===== config.mk =====
export PLATFORM = sky130hd
export DESIGN_NAME = bit_serializer
export DESIGN_NICKNAME = d
export VERILOG_FILES = /design/src/rtl/bit_serializer.sv
export SDC_FILE = /design/constraint.sdc
export NUM_CORES = 1
export LEC_CHECK = 0
export CORE_MARGIN = 5
export CORE_UTILIZATION = 45
export CTS_BUF_LIST = sky130_fd_sc_hd__clkbuf_16
export CTS_CLUSTER_DIAMETER = 50
export DETAILED_ROUTE_END_ITERATION = 10
export PLACE_DENSITY = 0.81
export SYNTH_ARGS = -nofsm -noshare
export SYNTH_HDL_FRONTEND = slang
export SYNTH_SLANG_ARGS = --single-unit

===== constraint.sdc =====
create_clock -name clk -period 2.3 [get_ports clk]
set_clock_uncertainty 0.1 [all_clocks]
set_input_delay 0.46 -clock clk [delete_from_list [all_inputs] [get_ports clk]]
set_output_delay 0.46 -clock clk [all_outputs]
set_load 0.02 [all_outputs]

===== src/rtl/bit_serializer.sv =====
// -----------------------------------------------------------------------------
// bit_serializer
//
// Parallel-to-serial source stage feeding the serial input of seq_ctr. A
// WIDTH-bit word is taken in through a valid/ready handshake and shifted out
// one bit per enabled clock, either MSB first or LSB first. Words can follow
// each other with no idle cycle, and shifting can be stalled with en.
//
// Handshake (load side): a word transfers on a rising edge where
// load_valid && load_ready. The source holds load_valid and din stable until
// that edge; load_ready is combinational and may depend on en.
//
// Ports:
//   clk          clock, rising edge
//   rst          asynchronous, active-low reset
//   din          parallel word to serialize
//   load_valid   din is valid this cycle
//   load_ready   word is accepted this cycle (combinational)
//   en           shift enable; 0 stalls shifting
//   sout         serial bit (0 when idle)
//   sout_valid   sout is a fresh bit this cycle
//   busy         a word is in flight
//   done         one-cycle pulse after the last bit of a word is consumed
//   o_dbg_state  current FSM state (0 = IDLE, 1 = SHIFT)
// -----------------------------------------------------------------------------
module bit_serializer #(
  parameter int WIDTH     = 8,
  parameter bit MSB_FIRST = 1'b1
) (
  input  logic             clk,
  input  logic             rst,
  input  logic [WIDTH-1:0] din,
  input  logic             load_valid,
  output logic             load_ready,
  input  logic             en,
  output logic             sout,
  output logic             sout_valid,
  output logic             busy,
  output logic             done,
  output logic             o_dbg_state
);

  localparam int             CW       = (WIDTH > 1) ? $clog2(WIDTH) : 1;
  localparam logic [CW-1:0]  LAST_CNT = CW'(WIDTH - 1);

  typedef enum logic {
    ST_IDLE  = 1'b0,
    ST_SHIFT = 1'b1
  } state_t;

  state_t           r_state;
  logic [WIDTH-1:0] r_sreg;
  logic [CW-1:0]    r_cnt;
  logic             r_done;

  logic w_shift;
  logic w_last;
  logic w_ready;
  logic w_accept;
  logic w_out_bit;

  assign w_shift = (r_state == ST_SHIFT);

  // Last bit is being consumed on this edge; this is also the only moment a
  // busy serializer can take the next word, which keeps back-to-back words
  // gapless.
  assign w_last  = w_shift && en && (r_cnt == LAST_CNT);
  assign w_ready = !w_shift || w_last;

  // While reset is held every flop is forced clear, so the ungated ready is
  // safe to use for the accept decision; only the visible output is masked.
  assign w_accept   = load_valid && w_ready;
  assign load_ready = rst && w_ready;

  assign w_out_bit = MSB_FIRST ? r_sreg[WIDTH-1] : r_sreg[0];

  always_ff @(posedge clk or negedge rst) begin
    if (!rst) begin
      r_state <= ST_IDLE;
      r_sreg  <= '0;
      r_cnt   <= '0;
      r_done  <= 1'b0;
    end else begin
      r_done <= w_last;
      if (w_accept) begin
        r_sreg  <= din;
        r_cnt   <= '0;
        r_state <= ST_SHIFT;
      end else if (w_last) begin
        r_sreg  <= '0;
        r_cnt   <= '0;
        r_state <= ST_IDLE;
      end else if (w_shift && en) begin
        // Move the next bit into the output position, filling with zero.
        if (MSB_FIRST) begin
          r_sreg <= {r_sreg[WIDTH-2:0], 1'b0};
        end else begin
          r_sreg <= {1'b0, r_sreg[WIDTH-1:1]};
        end
        r_cnt <= r_cnt + 1'b1;
      end
    end
  end

  assign sout        = w_shift && w_out_bit;
  assign sout_valid  = w_shift && en;
  assign busy        = w_shift;
  assign done        = r_done;
  assign o_dbg_state = r_state;

endmodule


==> impl_metrics.csv <==
group,metric,value,unit
synthesis,ys_async_sr_fraction,1.00,
global_routing,grt_pass1_vias,643,
clock_tree,cts_setup_buffers,0,
setup_path,setup.worst_path.start_class,"flop",
setup_path,cp_cell_sequence,"ha_1 > ha_1 > nand2_1 > nand2_1 > and2_1 > dlygate4sd2_1",
clock_tree,ctsHtreeMaxLevel,1,
place,place_area,976,um^2
setup_path,reg2reg_depth,6,
synthesis,synth_edf_count,0,
synthesis,synth_seq_cells,13,
pwr,ir_drop,715,uV
die,die_height,51.8,um
die,pin_count,18,
pwr,comb_power_share,0.361,
drt,dr.pass1.iters,4,
synthesis,synth.distinct_cells,24,
setup_path,critical_path_class,"reg -> out",
drt,wl_per_cell,14.6,um
sta,max_freq,450,MHz
synthesis,synth_area_leaders,"dfrtp_1 (41%), a221oi_2 (13%), a21oi_1 (5.1%), inv_1 (4.8%), o21ai_0 (4.5%)",
drt,postRouteAntennaNets,0,
sta,rsz0062_at_grt,"false",
sta,fin_crit_sh,0.965,
clock_tree,cts.sinks,13,
global_routing,gr-usage-all-layers,0.144,
global_routing,grt_first_pass_wirelength,2870,um
drt,dr_wl_met3,92,um
setup_path,end_kind,"primary output",
finish,fillers,145,
synthesis,synth_most_common_cell,"dfrtp_1",
sta,finalHoldViolCount,0,
setup_path,timing.critical_path.max_delay_family,"adder cells",
global_routing,grt_max_degree,14,
global_routing,antenna_found_initial,0,
synthesis,ys_top_cells_by_count,"dfrtp_1 (13), inv_1 (10), a21oi_1 (8), a221oi_2 (7), o21ai_0 (7)",
drt,dr.first_iter.drc_count,10,
drt,totalWireLength,1700,um
synthesis,yosys_warnings,0,
synthesis,seq_area_frac_synth,0.415,
clock_tree,clk-insertion-delay-late,0.24,ns
sta,setup_ws,0.0802,ns
synthesis,synthFlopType,"dfrtp_1",
pwr,p_leak,0.475,nW
clock_tree,cts_hold_buf,0,
drt,top_layer,"met4",
finish,final-seq-area,325,um^2
finish,fin_nets,114,
die,start_util,0.464,
drt,route.met2.wl,812,um
pwr,netSwitchingFraction,0.310,
clock_tree,cts_tree,"done",
die,fp.dieArea,0.00268,mm^2
pwr,p_int,0.742,mW
place,dp_hpwl,1230,um
drt,wirelength_met1,770,um
drt,drc,0,
synthesis,avgSynthCellArea,9.93,um^2
setup_path,cp.required,1.74,ns
setup_path,path_buf_inv,1,
setup_path,slowest_delay,0.41,ns
setup_path,worst-path-stages,6,
global_routing,grt-ovfl-total,0,
pwr,power.density,1020,mW/mm^2
die,fp.dieW,51.8,um
run_status,status,"complete, no violations",
hold_path,holdPathStages,1,
finish,drive_gt1_frac,0.192,
place,gp_congestion,0.799,
clock_tree,cts-buffers-inserted,3,
setup_path,crit_path_max_fanout,4,
die,core,0.00169,mm^2
sta,worst_pin_slew,0.342,ns
setup_path,slowest_stage,"dfrtp_1",
sta,setup_violations,0,
hold_path,min_path_type,"reg -> reg",
pwr,power.total,1.08,mW
clock_tree,clockBufferDepth,2,
clock_tree,root_buffer,"clkbuf_16",
synthesis,yosysTopAreaCell,"dfrtp_1",
pwr,pwr-share-clk,0.300,
sta,slew_violations,0,
drt,via_per_inst,5.61,
finish,stdcell_area,0.00105,mm^2
synthesis,syn_nets,93,
sta,timing.slew.headroom,0.772,
synthesis,synth_top_area_frac,0.415,
place,io_buffers,17,
pwr,power_frac_seq,0.339,
clock_tree,clkTransAtPathRegs,0.04,ns
finish,diodes,0,
synthesis,syn-cell-area,785,um^2
sta,layout_min_cycle_time,2.22,ns
setup_path,arrival,1.66,ns
die,placementRows,15,
drt,vias,651,
place,post-place-ws,-0.0801,ns
finish,multiInputGateArea,377,um^2
pwr,p_sw,0.334,mW
clock_tree,cts_resized,2,
finish,area_delta_synth_final,34.1,%
job,drv_cap,0,
synthesis,syn_inst,79,
-- cell families (layout without fill, tap and decap cells) --
kind of cell / after synthesis / in the layout / share of synthesized area
AOI/OAI and AO/OA: 28 / 28 / 0.303
and+or+nand+nor: 17 / 17 / 0.118
buffers and inverters: 17 / 37 / 0.105
DFF: 13 / 13 / 0.415
adders and majority gates: 2 / 2 / 0.0319
muxes: 2 / 2 / 0.0271
-- metrics by stage --
stage          hold slack, ns  instances  setup TNS (ns)   util
6_report                0.437        116               0  0.623
2_1_floorplan          0.0644         79               0      -
3_5_place_dp            0.433        112          -0.103  0.578
5_1_grt                 0.456        116               0  0.623
3_3_place_gp            0.421        112         -0.0722  0.578
4_1_cts                 0.443        116               0  0.623
-- sequential cells by signal (all words and copies together), names as in the netlist --
name,flops
busy,1
done,1
r_cnt,3
r_sreg,8
-- metal layers --
layer | global-route usage | vias up
met5 | 0 | -
met4 | 0.0786 | 0
met3 | 0.0287 | 4
met2 | 0.229 | 17
met1 | 0.182 | 312
li1 | - | 318
-- path summary, 6_finish.rpt --
check,start,end,slack (ns)
setup / recovery,r_cnt[0],load_ready,0.08
hold / removal,r_cnt[2],r_cnt[2],0.44
setup reg to reg,r_cnt[0],r_sreg[4],0.40
hold reg to reg,r_cnt[2],r_cnt[2],0.44
max in group asynchronous,rst,r_sreg[3],1.48
min in group asynchronous,rst,busy,0.45
-- area by class of cell --
class | instances | area share
tap | 17 | 0.0202
inverter | 10 | 0.0357
sequential | 13 | 0.309
timing repair buffer | 23 | 0.202
multi-input combinational | 49 | 0.358
clock inverter | 1 | 0.00357
clock buffer | 3 | 0.0713
-- power by group through the flow --
stage          combinational, mW  sequential [mW]  clock, mW
4_1_cts                    0.393            0.366      0.327
3_3_place_gp               0.382            0.363          0
3_5_place_dp               0.393            0.369          0
5_1_grt                    0.434            0.377      0.346
2_1_floorplan              0.281            0.359          0
6_report                   0.388            0.365      0.323
-- cell usage in the layout, fill, tap and decap left out, types with 2 or more instances in the layout --
| cell | synthesis | layout |
|---|---|---|
| buf_4 | 3 | 6 |
| o21ai_0 | 7 | 7 |
| dfrtp_1 | 13 | 13 |
| nor2_1 | 2 | 2 |
| dlygate4sd2_1 | 0 | 2 |
| a221oi_2 | 7 | 7 |
| nand2_1 | 5 | 5 |
| ha_1 | 2 | 2 |
| a22o_1 | 2 | 2 |
| and2_1 | 3 | 3 |
| a21oi_1 | 8 | 8 |
| clkbuf_16 | 0 | 3 |
| inv_1 | 10 | 11 |
| nand2b_1 | 3 | 3 |
| clkdlybuf4s50_1 | 0 | 15 |
-- worst reg2reg max path: cells and delay by family (launching register included) --
family	cells	cell delay [ns]
compound gates	2	0.52
fa+ha+maj	2	0.41
flops	1	0.41
simple gates	1	0.19
buf+inv	1	0.18
(Power assumes the default switching activity.)
